File: src/rtl/keypad_entry.sv
// keypad_entry
//
// Front end for a 4x4 matrix keypad on the vending machine. One column is
// driven low at a time; after the column has been held for a dwell period the
// synchronized rows are sampled. A press is debounced over several samples of
// the same frozen column. The key is then reported once, and the block waits
// for a debounced release before scanning resumes. Accepted digit keys build
// a two-digit decimal item number. '#' commits the number to item_id and '*'
// clears it.
//
// Parameters:
//   DWELL_CYCLES   - clock cycles each column is driven before sampling (>= 4)
//   DEBOUNCE_SCANS - matching samples needed to accept a press or release (>= 1)
//
// Ports:
//   clk          in   system clock
//   reset        in   asynchronous reset, active low
//   row_sense    in   [3:0] keypad rows, active low, asynchronous to clk
//   col_drive    out  [3:0] keypad columns, one-cold
//   key_code     out  [3:0] code of the last accepted key
//   key_strobe   out  one-cycle pulse when a key is accepted
//   entry_digits out  [7:0] BCD entry in progress {tens, ones}
//   digit_count  out  [1:0] digits entered so far (0..2)
//   item_id      out  [6:0] last committed entry, binary 0..99
//   item_valid   out  one-cycle pulse when item_id updates
//   cancel       out  one-cycle pulse when '*' is accepted
//   entry_error  out  one-cycle pulse on a rejected key

module keypad_entry #(
  parameter int DWELL_CYCLES   = 40000,
  parameter int DEBOUNCE_SCANS = 4
) (
  input  logic       clk,
  input  logic       reset,
  input  logic [3:0] row_sense,
  output logic [3:0] col_drive,
  output logic [3:0] key_code,
  output logic       key_strobe,
  output logic [7:0] entry_digits,
  output logic [1:0] digit_count,
  output logic [6:0] item_id,
  output logic       item_valid,
  output logic       cancel,
  output logic       entry_error
);

  localparam int DWELL_W = (DWELL_CYCLES > 1) ? $clog2(DWELL_CYCLES) : 1;
  localparam int CNT_W   = $clog2(DEBOUNCE_SCANS + 1);

  localparam logic [DWELL_W-1:0] DWELL_LAST = DWELL_W'(DWELL_CYCLES - 1);
  // A counter equal to CNT_LAST means the next matching sample is the last
  // one needed.
  localparam logic [CNT_W-1:0]   CNT_LAST   = CNT_W'(DEBOUNCE_SCANS - 1);

  localparam logic [3:0] KEY_CANCEL = 4'hE;
  localparam logic [3:0] KEY_ENTER  = 4'hF;

  typedef enum logic [1:0] {
    ST_SCAN,
    ST_CONFIRM,
    ST_RELEASE
  } scan_state_t;

  scan_state_t        state;
  logic [3:0]         row_meta;
  logic [3:0]         row_sync;
  logic [DWELL_W-1:0] dwell_cnt;
  logic               sample_point;
  logic [1:0]         col_idx;
  logic [1:0]         next_col;
  logic [1:0]         row_idx;
  logic [1:0]         low_row;
  logic               any_row_low;
  logic [CNT_W-1:0]   match_cnt;
  logic [CNT_W-1:0]   release_cnt;
  logic               key_is_digit;

  // Lowest-index row that is pulled low; only meaningful when a row is low.
  function automatic logic [1:0] lowest_low_row(input logic [3:0] rows);
    logic [1:0] idx;
    casez (rows)
      4'b???0: idx = 2'd0;
      4'b??01: idx = 2'd1;
      4'b?011: idx = 2'd2;
      default: idx = 2'd3;
    endcase
    return idx;
  endfunction

  // Map a (row, column) position to its key code. The first three rows and
  // columns form the 1..9 digit block. Column 3 carries A..D, and row 3
  // carries '*', '0' and '#'.
  function automatic logic [3:0] decode_key(input logic [1:0] row,
                                            input logic [1:0] col);
    logic [3:0] code;
    if (col == 2'd3) begin
      code = 4'hA + {2'b00, row};
    end else if (row == 2'd3) begin
      case (col)
        2'd0:    code = KEY_CANCEL;
        2'd1:    code = 4'h0;
        default: code = KEY_ENTER;
      endcase
    end else begin
      code = (4'd3 * {2'b00, row}) + {2'b00, col} + 4'd1;
    end
    return code;
  endfunction

  function automatic logic [3:0] col_one_cold(input logic [1:0] idx);
    return ~(4'b0001 << idx);
  endfunction

  // tens*10 + ones, built from shifts: tens*8 + tens*2 + ones.
  function automatic logic [6:0] bcd_to_bin(input logic [7:0] bcd);
    return {bcd[7:4], 3'b000} + {2'b00, bcd[7:4], 1'b0} + {3'b000, bcd[3:0]};
  endfunction

  assign sample_point = (dwell_cnt == DWELL_LAST);
  assign next_col     = col_idx + 2'd1;
  assign any_row_low  = (row_sync != 4'hF);
  assign low_row      = lowest_low_row(row_sync);
  assign key_is_digit = (key_code <= 4'd9);

  // Two-flop synchronizer for the asynchronous row inputs. The rows reset to
  // the idle (all high) level so no phantom press is seen after reset.
  always_ff @(posedge clk or negedge reset) begin
    if (!reset) begin
      row_meta <= 4'hF;
      row_sync <= 4'hF;
    end else begin
      row_meta <= row_sense;
      row_sync <= row_meta;
    end
  end

  // Free-running dwell counter. The terminal count is the sample point, and
  // column changes happen on the following cycle.
  always_ff @(posedge clk or negedge reset) begin
    if (!reset) begin
      dwell_cnt <= '0;
    end else if (sample_point) begin
      dwell_cnt <= '0;
    end else begin
      dwell_cnt <= dwell_cnt + DWELL_W'(1);
    end
  end

  // Scanner. The column only rotates while in SCAN with no press seen. It
  // stays frozen through CONFIRM and RELEASE, so keys in other columns are
  // invisible until the current key has been released. A failed confirm and
  // a completed release both continue the rotation from the next column.
  always_ff @(posedge clk or negedge reset) begin
    if (!reset) begin
      state       <= ST_SCAN;
      col_idx     <= 2'd0;
      col_drive   <= 4'b1110;
      row_idx     <= 2'd0;
      match_cnt   <= '0;
      release_cnt <= '0;
      key_code    <= 4'h0;
      key_strobe  <= 1'b0;
    end else begin
      key_strobe <= 1'b0;
      if (sample_point) begin
        unique case (state)
          ST_SCAN: begin
            if (any_row_low) begin
              row_idx   <= low_row;
              match_cnt <= CNT_W'(1);
              // With single-sample debounce the first sighting is the accept.
              if (DEBOUNCE_SCANS <= 1) begin
                key_strobe  <= 1'b1;
                key_code    <= decode_key(low_row, col_idx);
                release_cnt <= '0;
                state       <= ST_RELEASE;
              end else begin
                state <= ST_CONFIRM;
              end
            end else begin
              col_idx   <= next_col;
              col_drive <= col_one_cold(next_col);
            end
          end

          ST_CONFIRM: begin
            if (!row_sync[row_idx]) begin
              if (match_cnt == CNT_LAST) begin
                key_strobe  <= 1'b1;
                key_code    <= decode_key(row_idx, col_idx);
                release_cnt <= '0;
                state       <= ST_RELEASE;
              end else begin
                match_cnt <= match_cnt + CNT_W'(1);
              end
            end else begin
              state     <= ST_SCAN;
              col_idx   <= next_col;
              col_drive <= col_one_cold(next_col);
            end
          end

          ST_RELEASE: begin
            if (!any_row_low) begin
              if (release_cnt == CNT_LAST) begin
                release_cnt <= '0;
                state       <= ST_SCAN;
                col_idx     <= next_col;
                col_drive   <= col_one_cold(next_col);
              end else begin
                release_cnt <= release_cnt + CNT_W'(1);
              end
            end else begin
              release_cnt <= '0;
            end
          end

          default: state <= ST_SCAN;
        endcase
      end
    end
  end

  // Entry accumulator. It acts on the registered strobe, so every entry
  // output moves one cycle after key_strobe. Digits shift in from the right.
  // '#' commits a non-empty entry, '*' abandons it, and A..D are ignored.
  always_ff @(posedge clk or negedge reset) begin
    if (!reset) begin
      entry_digits <= 8'h00;
      digit_count  <= 2'd0;
      item_id      <= 7'd0;
      item_valid   <= 1'b0;
      cancel       <= 1'b0;
      entry_error  <= 1'b0;
    end else begin
      item_valid  <= 1'b0;
      cancel      <= 1'b0;
      entry_error <= 1'b0;
      if (key_strobe) begin
        if (key_is_digit) begin
          if (digit_count != 2'd2) begin
            entry_digits <= {entry_digits[3:0], key_code};
            digit_count  <= digit_count + 2'd1;
          end else begin
            entry_error <= 1'b1;
          end
        end else if (key_code == KEY_ENTER) begin
          if (digit_count != 2'd0) begin
            item_id      <= bcd_to_bin(entry_digits);
            item_valid   <= 1'b1;
            entry_digits <= 8'h00;
            digit_count  <= 2'd0;
          end else begin
            entry_error <= 1'b1;
          end
        end else if (key_code == KEY_CANCEL) begin
          cancel       <= 1'b1;
          entry_digits <= 8'h00;
          digit_count  <= 2'd0;
        end
      end
    end
  end

endmodule

File: config.mk
export PLATFORM = sky130hd
export DESIGN_NAME = keypad_entry
export DESIGN_NICKNAME = d
export VERILOG_FILES = /design/src/rtl/keypad_entry.sv
export SDC_FILE = /design/constraint.sdc
export NUM_CORES = 1
export LEC_CHECK = 0
export ABC_CLOCK_PERIOD_IN_PS = 2700
export CORE_UTILIZATION = 57
export DETAILED_ROUTE_END_ITERATION = 10
export PLACE_DENSITY = 0.89
export SLEW_MARGIN = 40
export SYNTH_ARGS = -nofsm -noshare
export SYNTH_HDL_FRONTEND = slang
export SYNTH_SLANG_ARGS = --single-unit
File: constraint.sdc
create_clock -name clk -period 2.7 [get_ports clk]
set_input_delay 0.675 -clock clk [delete_from_list [all_inputs] [get_ports clk]]
set_output_delay 0.675 -clock clk [all_outputs]
set_load 0.02 [all_outputs]
==> key figures, run 1 <==
Run status
  – Status: complete, no violations

Critical path
  – CP bufs+invs: 2
  – Critical Path Max Stage Delay: 0.54 ns
  – Worst-path cell chain: inv_1, fa_1, inv_1, fa_1, a21o_1, a21oi_1, xnor2_1, mux2_2
  – Critical Path End Type: register
  – Crit path max fanout: 4
  – Crit Path Class: register to register
  – CP arrival: approximately 2.6 ns
  – Slowest stage cell, crit path: fa_1
  – WP data required: approximately 3 ns
  – Startpoint Class: register
  – Family with the most delay on the worst path: adder cells

Global routing
  – Tot GR Track Use: 0.232
  – Largest net degree at the start of global routing: 66
  – Vias in the first global route: 2307
  – Global-route wire length before repair: approximately 11000 microns
  – Overflow left after global routing: 0
  – Initial antenna violation count: 0

Layout
  – Final Util: 0.714
  – Syn-to-layout area delta: 18.9%
  – Nets: between 300 and 400
  – Layout cells sized above 1: 0.155
  – Diode count: 0
  – Most frequent cells in the layout: 54 x dfrtp_1, 33 x clkdlybuf4s50_1, 25 x inv_1
  – Finished Layout Cells: roughly 400
  – Commonest non-fill, non-tap cell in the layout: dfrtp_1
  – Filler Cell Count: roughly 360

Floorplan
  – Die Wd: 78.8 microns
  – Die Height: 78.8 microns
  – I/O Pins: 35
  – Initial Util: 0.600
  – FP Rows: 27
  – Die area: 0.00622 sq mm
  – Core area: ~0.0056 sq mm

Clocking
  – Clk slew on worst S/H paths: approximately 0.070 ns
  – Clock Sink Count: 65
  – Later-pin clock latency in the skew report: between 0.3 and 0.4 ns
  – CTS tree: done
  – Htree depth: 3
  – CTS max path bufs: 2
  – CTS buffer count: 9
  – Post-CTS sizing: 0
  – Clk root buf: clkbuf_8
  – Hold-fix buffers, CTS: 0
  – Post-CTS setup buffer count: 0

Power and ir drop
  – Pwr dens: 465 mW/mm^2
  – Clk pwr share: 0.451
  – VDD IR-drop max: about 0.00036 V
  – Reg power frac: 0.531
  – Switch Pwr: 390 uW
  – Internal Pwr Total: between 1000 and 1500 uW
  – P_leak: approximately 0.0019 uW
  – Sw frac: 0.210
  – Comb pwr share: 0.018

Detailed routing
  – Violation count after the first detailed-routing iteration: 165
  – Drt wl/cell: approximately 16 microns
  – Vias: approximately 2300
  – # DRC: 0
  – First drt pass iteration count: 4
  – Avg Vias per Cell: about 5.7
  – Final ANT Viol Nets: 0
  – Total Wirelength: about 6300 microns

Synthesis
  – Post-synthesis sequential area ratio: 0.487
  – Mapped Nets: approximately 320
  – Distinct cells, synth: 52
  – Synthesized area: 0.00337 sq mm
  – Post-synthesis cell count: roughly 280
  – Syn Area/Cell: 11.9 sq um
  – Yosys reg bits: 65
  – Synth warn: 0
  – Top_reg_cell synth: dfrtp_1
  – EDFF count, synth: 0
  – Share of flip-flops with an asynchronous set or reset: 1.00

Timing
  – Total negative slack: 0 ns
  – Unrepaired setup endpoints after global routing: no
  – Final Max Tran Viols: 0
  – Min Tclk post-route: approximately 2.4 ns
  – Setup violators final: 0
  – Final Hold Vio Count: 0
  – Crit share post-route: 0.874
  – Measured slew at the worst slew-check pin: about 0.54 ns
  – Worst Clk Skew: 0.0114 ns
  – Final setup margin: 0.341 ns
  – Slew headroom: 0.639
  – Highest clock rate: around 420 MHz

Place
  – Buffers on Ports: 34
  – Dpl ws: between 0.3 and 0.4 ns
  – Routability cong.: 0.796
  – Inst Count DP: roughly 390
  – Detail Placement HPWL: between 4000 and 5000 microns

Worst hold path
  – Hold Crit Class: input port to async pin

Flow run
  – MaxCap Viol Count: 0
## state kept, by name (all words and copies together) (netlist names)
signal	flops
dwell_cnt	16
entry_digits	8
item_id	7
col_drive	4
key_code	4
row_meta	4
row_sync	4
match_cnt	3
release_cnt	3
col_idx	2
digit_count	2
row_idx	2
state	2
cancel	1
entry_error	1
item_valid	1
key_strobe	1
## cells by family (layout without fill, tap and decap cells)
logic type,count (synthesis),count (layout),share of synthesized area
AOI/OAI and AO/OA,45,45,0.0996
xor gates and xnor gates,18,18,0.0468
muxes,26,26,0.0840
and+or+nand+nor,70,70,0.136
buffers and inverters,33,79,0.0368
adders and majority gates,27,27,0.109
DFF,65,65,0.487
## worst register-to-register path, cell delays in order, from the launching register on
cell and delay [ns]:
dfrtp_1 0.40, inv_1 0.09, fa_1 0.54, inv_1 0.07, fa_1 0.47, a21o_1 0.19, a21oi_1 0.16, xnor2_1 0.07
mux2_2 0.26
## per-layer routing
| layer | routed length [microns] | global-route usage | share of wire | up-vias |
|---|---|---|---|---|
| met5 | 0 | 0 | 0 | - |
| li1 | - | - | - | 1089 |
| met2 | 3240 | 0.385 | 0.52 | 50 |
| met3 | 264 | 0.0759 | 0.042 | 14 |
| met1 | 2640 | 0.275 | 0.42 | 1142 |
| met4 | 123 | 0.104 | 0.020 | 0 |
## power groups by stage
stage	registers, uW	clock network (uW)	logic (uW)
global placement	1010	0	34.4
CTS	988	852	35.4
floorplan	1010	0	5.09
detailed placement	1010	0	35.0
finish	988	838	33.8
global route	989	888	39.2
## final cells by class
type | count | area [sq um] | area share
multi-input cells | 186 | 1600 | 0.400
well taps | 72 | 90.1 | 0.0225
repair buffers | 38 | 378 | 0.0944
inverters | 25 | 93.8 | 0.0234
clock inverters | 3 | 40.0 | 0.0100
flip-flops and latches | 65 | 1640 | 0.410
clock buffers | 13 | 159 | 0.0397
## Yosys cell counts (5+ instances only)
cell type | count | area, sq um
xnor2_1 | 10 | 87.6
inv_1 | 25 | 93.8
a21o_1 | 5 | 37.5
nand2_1 | 9 | 33.8
o21ai_0 | 7 | 35.0
xor2_1 | 8 | 70.1
clkbuf_1 | 8 | 30.0
mux2_2 | 10 | 113
dfstp_2 | 11 | 289
ha_1 | 23 | 288
mux2i_1 | 14 | 140
dfrtp_1 | 54 | 1350
nor2_1 | 13 | 48.8
a21oi_1 | 6 | 30.0
nand4_1 | 10 | 62.6
a22o_1 | 8 | 70.1
## metrics by stage
step                      instance area (sq um)  total power (uW)  hold slack [ns]
after floorplan                            3370              1010            0.345
after global placement                     3800              1040            0.346
after detailed placement                   3800              1040            0.348
after CTS                                  4000              1880            0.345
after global routing                       4000              1920            0.350
final                                      4000              1860            0.324
## final timing paths
check / start / endpoint / slack [ns] / depth (start not counted)
setup / recovery: entry_digits[3] / item_id[6] / 0.34 / 8
hold / removal: reset / row_idx[1] / 0.32 / 2
setup reg to reg: entry_digits[3] / item_id[6] / 0.34 / 8
hold reg to reg: row_meta[2] / row_sync[2] / 0.35 / 0
max in group asynchronous: reset / row_meta[1] / 2.03 / 2
min in group clk: row_meta[2] / row_sync[2] / 0.35 / 0
Power figures use the tool's default switching activity.
==> run 2: changes to the inputs <==
--- a/config.mk
+++ b/config.mk
@@ -6,9 +6,12 @@
 export NUM_CORES = 1
 export LEC_CHECK = 0
 export ABC_CLOCK_PERIOD_IN_PS = 2700
+export CAP_MARGIN = 30
+export CORE_ASPECT_RATIO = 1.2
 export CORE_UTILIZATION = 57
 export DETAILED_ROUTE_END_ITERATION = 10
 export PLACE_DENSITY = 0.89
+export SKIP_CTS_REPAIR_TIMING = 1
 export SLEW_MARGIN = 40
 export SYNTH_ARGS = -nofsm -noshare
 export SYNTH_HDL_FRONTEND = slang
==> run 2 against run 1 <==
Combinational power is 2% lower. Wire length fell by 3.5%. Non-clock buffer count is 1 lower. Register-to-register slack hardly changed. Hold slack about the same. First-iteration DRC count is 28% lower. Fmax is 0.29% higher. Setup slack improved by 0.0069 ns. Via count is 1.2% lower. Final area increased by 0.19%. Sequential power hardly changed. Critical path type unchanged. Largest cell class unchanged.
==> key figures, run 2 (synthesis gave the netlist of run 1 again) <==
Run status
  – Status: complete, no violations

Global routing
  – Global-route wire length before repair: 10600 microns
  – Tot GR Track Use: 0.222
  – Initial antenna violation count: 0
  – Vias in the first global route: approximately 2300
  – Overflow left after global routing: 0
  – Largest net degree at the start of global routing: 42

Critical path
  – Slowest stage cell, crit path: fa_1
  – Crit path max fanout: 4
  – Critical Path End Type: register
  – Worst-path cell chain: inv_1, fa_1, inv_1, fa_1, a21o_1, a21oi_1, xnor2_1, mux2_2
  – Startpoint Class: register
  – CP arrival: between 2 and 3 ns
  – Critical Path Max Stage Delay: around 0.55 ns
  – Crit Path Class: register to register
  – WP data required: roughly 3 ns

Layout
  – Biggest register: dwell_cnt
  – Diode count: 0
  – Most frequent cells in the layout: 54 x dfrtp_1, 33 x clkdlybuf4s50_1, 25 x inv_1
  – Final Util: 0.708
  – Top flop regs: dwell_cnt (16), entry_digits (8), item_id (7)
  – Finished Layout Cells: between 400 and 500
  – Filler Cell Count: roughly 420
  – Max reg flops: 16
  – Finished Cell Area: about 0.004 sq mm
  – Layout cells sized above 1: 0.146
  – Commonest non-fill, non-tap cell in the layout: dfrtp_1
  – Syn-to-layout area delta: 19.1%
  – Nets: around 360

Clocking
  – CTS buffer count: 9
  – Htree depth: 3
  – CTS max path bufs: 2
  – Clk root buf: clkbuf_8
  – Clock Sink Count: 65
  – CTS tree: done
  – Clk slew on worst S/H paths: 0.07 ns
  – Later-pin clock latency in the skew report: 0.33 ns

Power and ir drop
  – P_leak: 0.00189 uW
  – Pwr dens: approximately 470 mW/mm^2
  – VDD IR-drop max: between 0.0003 and 0.0004 V

Timing
  – Min Tclk post-route: 2.35 ns
  – Measured slew at the worst slew-check pin: roughly 0.79 ns
  – Unrepaired setup endpoints after global routing: no
  – Total negative slack: 0 ns
  – Highest clock rate: approximately 430 MHz
  – Setup violators final: 0
  – Crit share post-route: 0.871
  – Worst Clk Skew: 0.0106 ns
  – Final Hold Vio Count: 0
  – Slew headroom: 0.471
  – Final Max Tran Viols: 0

Place
  – Inst Count DP: about 400
  – Routability cong.: a little over 0.8
  – Buffers on Ports: 34
  – Cell Area, Placed: ~0.0038 sq mm
  – Detail Placement HPWL: approximately 4400 microns

Detailed routing
  – First drt pass iteration count: 4
  – # DRC: 0
  – Avg Vias per Cell: 5.55
  – Final ANT Viol Nets: 0
  – Drt wl/cell: between 10 and 15 microns
  – Vias: ~2300
  – Violation count after the first detailed-routing iteration: approximately 120
  – Total Wirelength: 6050 microns

Floorplan
  – Die Wd: a little over 70 microns
  – Initial Util: 0.594
  – Core area: 0.00567 sq mm
  – Die area: between 0.006 and 0.007 sq mm
  – Die Height: 86.2 microns
  – I/O Pins: 35
  – FP Rows: 30

Worst hold path
  – Hold Crit Class: input port to async pin

Flow run
  – MaxCap Viol Count: 0
==> run 2: final timing paths <==
kind | startpoint | end | slack, ns | cells after the start
setup / recovery | entry_digits[3] | item_id[6] | 0.35 | 8
setup reg to reg | entry_digits[3] | item_id[6] | 0.35 | 8
hold reg to reg | row_meta[1] | row_sync[1] | 0.36 | 0
max in group asynchronous | reset | col_drive[2] | 1.73 | 2
min in group clk | row_meta[1] | row_sync[1] | 0.36 | 0
hold / removal | reset | col_drive[0] | 0.32 | 1
==> run 2: layer usage <==
| metal | global-route usage | share of wire | up-vias |
|---|---|---|---|
| met3 | 0.0616 | 0.042 | 14 |
| li1 | - | - | 1090 |
| met5 | 0 | 0 | - |
| met4 | 0.102 | 0.024 | 0 |
| met2 | 0.360 | 0.51 | 68 |
| met1 | 0.276 | 0.43 | 1096 |
==> run 2: layout make-up <==
class	count	area (sq um)	area share
clock inverter	3	65.1	0.0162
inverter	25	93.8	0.0234
multi-input combinational	186	1600	0.399
clock buffer	13	139	0.0346
sequential	65	1640	0.409
tap	80	100	0.0250
timing repair buffer	37	370	0.0924
==> run 2: report_power, final <==
part	total [uW]	internal, uW	switching (uW)	leakage, uW
Combinational	33.2	10.6	22.6	0.000934
Sequential	988	985	2.93	0.000855
Clock	873	521	353	0.000102
Total	1890	1520	378	0.00189
==> run 2: critical path: cells and delay by family, from the launching register on <==
| family | cells | cell delay, ns |
|---|---|---|
| flip-flops | 1 | 0.39 |
| adder cells (fa/ha/maj) | 2 | 1.01 |
| multiplexers | 1 | 0.26 |
| buffers and inverters | 2 | 0.16 |
| AO/OA/AOI/OAI | 2 | 0.35 |
| XOR/XNOR | 1 | 0.08 |
==> run 2: metrics by stage <==
stage	setup slack, ns	hold slack [ns]	total power (uW)
final	0.348	0.324	1890
after CTS	0.332	0.332	1920
after detailed placement	0.335	0.347	1040
after global placement	0.416	0.346	1040
after global routing	0.254	0.359	1960
after floorplan	0.308	0.345	1010
==> variant 1, RTL diff (settings of run 1) <==
Change the parameter `DWELL_CYCLES` from 40000 to 80000.
--- a/src/rtl/keypad_entry.sv
+++ b/src/rtl/keypad_entry.sv
@@ -28,5 +28,5 @@
 
 module keypad_entry #(
-  parameter int DWELL_CYCLES   = 40000,
+  parameter int DWELL_CYCLES   = 80000,
   parameter int DEBOUNCE_SCANS = 4
 ) (
Check against the original RTL: same outputs for any inputs over 10 cycles, from zero or initial values and one cycle with reset low; that may be too few to reach the edited logic, so the function may still have changed.
==> variant 1 against run 1 <==
Fmax increased by 2.1%; cell area grew 0.16%; synthesized area is 2.7% higher; routed wire length grew 0.86%; largest cell class unchanged; highest routed layer unchanged; setup slack improved by 0.048 ns; sequential share of layout area up 0.56 points; count of clock-buffer cells in the layout shrank 1; global-route usage decreased by 1.0 points; critical endpoint unchanged; sequential cell count up 1; synthesized cell count grew 7.4%; critical path type unchanged; die area is 2.6% higher; total power is 7.3% lower.
==> variant 1: results (changes against run 1) <==
* Outcome: complete, no violations
* Fin crit period at 2.31 ns (-0.0484 ns)
* Max FO, Critical Path at 5 (+1)
* Worst-path clk slew at 0.07 ns (about the same)
* Top post-synthesis cells by area: dfrtp_1, dfstp_2, ha_1
* Largest net degree at the start of global routing at 67 (+1.5%)
* Final WL at 6.32 mm (+0.86%)
* Flop2flop setup slack at 0.39 ns (+0.05 ns)
* Leak pwr at 1.89 nW (-0.34%)
* Nets@finish at 375 (+4.7%)
* First-pass GRT wire length at 10.6 mm (-2.0%)
* Synth unique cells at 53 (+1.9%)
* Vias in the first global route at 2329 (+0.95%)
* TritonCTS Buffers at 9 (unchanged)
* # fillers at 385 (+6.4%)
* Max stage delay cell, worst path: fa_1
* RD Place Congestion at 0.862 (+8.3%)
* CP Class: register to register
* Clk_lat worst skew at 0.35 ns (about the same)
* Yosys warns at 0 (unchanged)
* H-tree depth at 3 (unchanged)
* Worst reg2reg startpoint: entry_digits[3]$_DFFE_PN0P_
* Max clock buf depth at 2 (unchanged)
* Post-synth top cells: dfrtp_1, inv_1, ha_1
* Slew headroom at 43.1% (-21 points)
* Min Hold Slack at 0.323 ns (-0.000716 ns)
* Initial detailed-routing violation count at 116 (-30%)
* VDD IR max at 319 uV (-11%)
* Critical path data arrival time at 2.55 ns (-0.05 ns)
* Async SR Flop Fraction at 100% (unchanged)
* Via Count at 2405 (+4.8%)
* Initial antenna violation count at 0 (unchanged)
* Post-cts resize count at 0 (unchanged)
* Clk_skew at 0.00852 ns (-0.00285 ns)
* Global-route usage over all layers at 22.2% (-1.0 points)
* DP Worst Slack at 0.388 ns (+0.0433 ns)
* Setup Fix Bufs, Post-CTS at 0 (unchanged)
* Largest regs: dwell_cnt: 17 flops, entry_digits: 8 flops, item_id: 7 flops
* Clock Root Buffer: clkbuf_8
* First drt pass iteration count at 4 (unchanged)
* Sequential share of the synthesized area at 48.2% (-0.55 points)
* Fraction of layout instances using a drive strength above 1 at 13.5% (-1.9 points)
* HP Class: input pin to asynchronous set/reset pin
* Syn Nets at 338 (+6.6%)
* HPWL after DPL at 4.44 mm (+2.0%)
-- variant 1: cell count changes after synthesis, moves of 4 or more --
cell,run 1,this run
nand3_1,4,9
buf_2,0,5
nand4_1,10,6
a21oi_1,6,10
mux2i_1,14,10
clkbuf_1,8,3
nand2_1,9,15
nor2_1,13,17
-- variant 1: path summary, 6_finish.rpt --
check / endpoint / depth (start not counted)
max in group asynchronous: col_drive[2]$_DFFE_PN1P_ / 2
min in group clk: row_sync[2]$_DFF_PN1_ / 0
max: item_id[6]$_DFFE_PN0P_ / 8
min reg2reg: row_sync[2]$_DFF_PN1_ / 0
min: col_idx[1]$_DFFE_PN0P_ / 2
max reg2reg: item_id[6]$_DFFE_PN0P_ / 8
-- variant 1: where the power goes --
group / total [W] / switching (W) / internal, W
Sequential: 0.00100 / 0.00000367 / 0.00100
Combinational: 0.0000336 / 0.0000225 / 0.0000112
Clock: 0.000686 / 0.000359 / 0.000327
-- variant 1: layout make-up --
type | count | area (sq um) | area share (%)
Clock buffer | 12 | 135 | 3.37
Clock inverter | 4 | 20.0 | 0.499
Inverter | 26 | 97.6 | 2.43
Multi-Input combinational cell | 203 | 1640 | 40.9
Sequential cell | 66 | 1670 | 41.5
Tap cell | 72 | 90.1 | 2.25
Timing Repair Buffer | 36 | 363 | 9.05
-- variant 1: logic make-up after synthesis --
kind of cell	share of synthesized area, %
muxes	8.22
adders and majority gates	10.6
AOI/OAI and AO/OA	9.92
buffers and inverters	4.42
and+or+nand+nor	14.3
DFF	48.2
xor gates and xnor gates	4.31
-- variant 1: routing by layer --
metal | up-vias | wire length, microns | global-route usage [%] | part of all wire, %
met5 | - | 0 | 0 | 0
met4 | 0 | 116 | 12.1 | 1.8
met3 | 10 | 317 | 4.46 | 5.0
met2 | 72 | 3020 | 35.4 | 48
met1 | 1165 | 2860 | 28.4 | 45
li1 | 1158 | - | - | -
-- variant 1: stage by stage --
step | std cells | instance area [sq um]
detailed placement | 403 | 3850
finish | 419 | 4010
floorplan | 305 | 3460
global route | 419 | 4010
CTS | 419 | 4010
global placement | 403 | 3850
==> variant 2, RTL diff (settings of run 1) <==
Made on the original files. Register the input `row_sense` before use, without a reset. The logic sees it one clock later.
--- a/src/rtl/keypad_entry.sv
+++ b/src/rtl/keypad_entry.sv
@@ -62,4 +62,10 @@
   } scan_state_t;
 
+  logic [3:0] row_sense_q;
+
+  always_ff @(posedge clk) begin
+    row_sense_q <= row_sense;
+  end
+
   scan_state_t        state;
   logic [3:0]         row_meta;
@@ -130,5 +136,5 @@
       row_sync <= 4'hF;
     end else begin
-      row_meta <= row_sense;
+      row_meta <= row_sense_q;
       row_sync <= row_meta;
     end
Behaviour: same outputs for any inputs over 10 cycles, from zero or initial values and one cycle with reset low; that may be too few to reach the edited logic, so the function may still have changed.
==> variant 2 against run 1 <==
Cell area about the same; total power increased by 2.0%; core utilization increased by 0.50 points; count of clock-buffer cells in the layout decreased by 3; combinational power decreased by 6.8%; synthesized cell count increased by 0.35%; sequential cell count increased by 4; critical path type unchanged; routed wire length increased by 5.0%; largest cell class unchanged; final cell count increased by 1.7%; global-route usage increased by 0.99 points; synthesized area decreased by 0.56%; setup slack improved by 0.015 ns; die area decreased by 0.53%; largest power group unchanged; sequential power increased by 6%.
==> variant 2: results (changes against run 1) <==
* Outcome: complete, no violations
* Routed WL per cell at 16.1 microns (+3.2%)
* Async SR Flop Fraction at 94.2% (-5.8 points)
* Area of the multi-input gates at 0.00153 sq mm (-4.5%)
* Synth unique cells at 50 (-3.8%)
* ClkCell Share at 4.78% (-0.19 points)
* Multi-In Gates at 189 (+1.6%)
* Post-synth top flop: dfrtp_1
* Clk_skew at 0.00719 ns (-0.00417 ns)
* Post-synth top cells: dfrtp_1, inv_1, ha_1
* Top post-synthesis cells by area: dfrtp_1, dfstp_2, ha_1
* CLK BUF at 10 (-3)
* Inverters, non-clock at 24 (-4.0%)
* Leak pwr at 1.87 nW (-1.6%)
* Signal buffers at 39 (+2.6%)
* CP top delay family: adder cells
* Max stage delay cell, worst path: fa_1
* Post-Synthesis Cells at 285 (+0.35%)
* Placed cell area at 0.00381 sq mm (+0.16%)
* Setup ws final at 0.356 ns (+0.0146 ns)
* Initial detailed-routing violation count at 113 (-32%)
* Via Count at 2328 (+1.4%)
* Setup Fix Bufs, Post-CTS at 0 (unchanged)
* Slew at the pin with the worst max-slew slack at 0.662 ns (+0.126 ns)
* Global-route usage over all layers at 24.2% (+0.99 points)
* Vias in the first global route at 2422 (+5.0%)
* DP Worst Slack at 0.365 ns (+0.0208 ns)
* Syn Nets at 318 (+0.32%)
* # fillers at 367 (+1.4%)
* HP Class: register to register
* VDD IR max at 363 uV (+0.86%)
* Max FO, Critical Path at 5 (+1)
* Via density at 5.69 (-0.30%)
* Sequential share of the synthesized area at 51.4% (+2.7 points)
* #FFs+latches synth at 69 (+6.2%)
* Internal power at 0.00145 W (-1.4%)
* IO buf count at 34 (unchanged)
* Die area at 0.00618 sq mm (-0.53%)
* HPWL after DPL at 4.65 mm (+6.8%)
* Dpl cells at 393 (+1.8%)
* Post-Route Utilization at 71.9% (+0.50 points)
* Peak per-stage delay on the critical path at 0.54 ns (about the same)
* First-pass GRT wire length at 11.3 mm (+4.7%)
* Nets@finish at 365 (+2.0%)
* Layout non-clock buf frac at 9.62% (+0.18 points)
* Seq/total area at 42.9% (+2.0 points)
* Largest net degree at the start of global routing at 40 (-39%)
* Min Hold Slack at 0.299 ns (-0.0251 ns)
* Critical path data arrival time at 2.58 ns (-0.02 ns)
* RD Place Congestion at 0.794 (-0.24%)
* Initial antenna violation count at 0 (unchanged)
* Beginning of the worst hold path: row_sense_q[2]$_DFF_P_
* Fraction of layout instances using a drive strength above 1 at 15.7% (+0.27 points)
[variant 2: power groups by stage]
stage | clock [W] | sequential, W | combinational (W)
final | 0.000816 | 0.00105 | 0.0000315
after global routing | 0.000878 | 0.00105 | 0.0000370
after CTS | 0.000830 | 0.00105 | 0.0000332
after detailed placement | 0 | 0.00107 | 0.0000330
after global placement | 0 | 0.00107 | 0.0000322
after floorplan | 0 | 0.00107 | 0.00000354
[variant 2: kinds of logic (layout without fill, tap and decap cells)]
group	count (synthesis)	in the layout	share of synthesized area, %
simple gates	75	75	12.1
buf+inv	27	79	3.07
mux	21	21	7.21
fa+ha+maj	27	27	11.0
compound gates	48	48	10.5
xor+xnor	18	18	4.71
flops	69	69	51.4
[variant 2: per-layer routing]
metal / GRT usage, % / part of all wire, % / vias to the layer above
met1: 30.4 / 45 / 1139
li1: - / - / 1106
met4: 14.3 / 2.5 / 0
met5: 0 / 0 / -
met2: 39.2 / 49 / 65
met3: 4.19 / 3.3 / 18
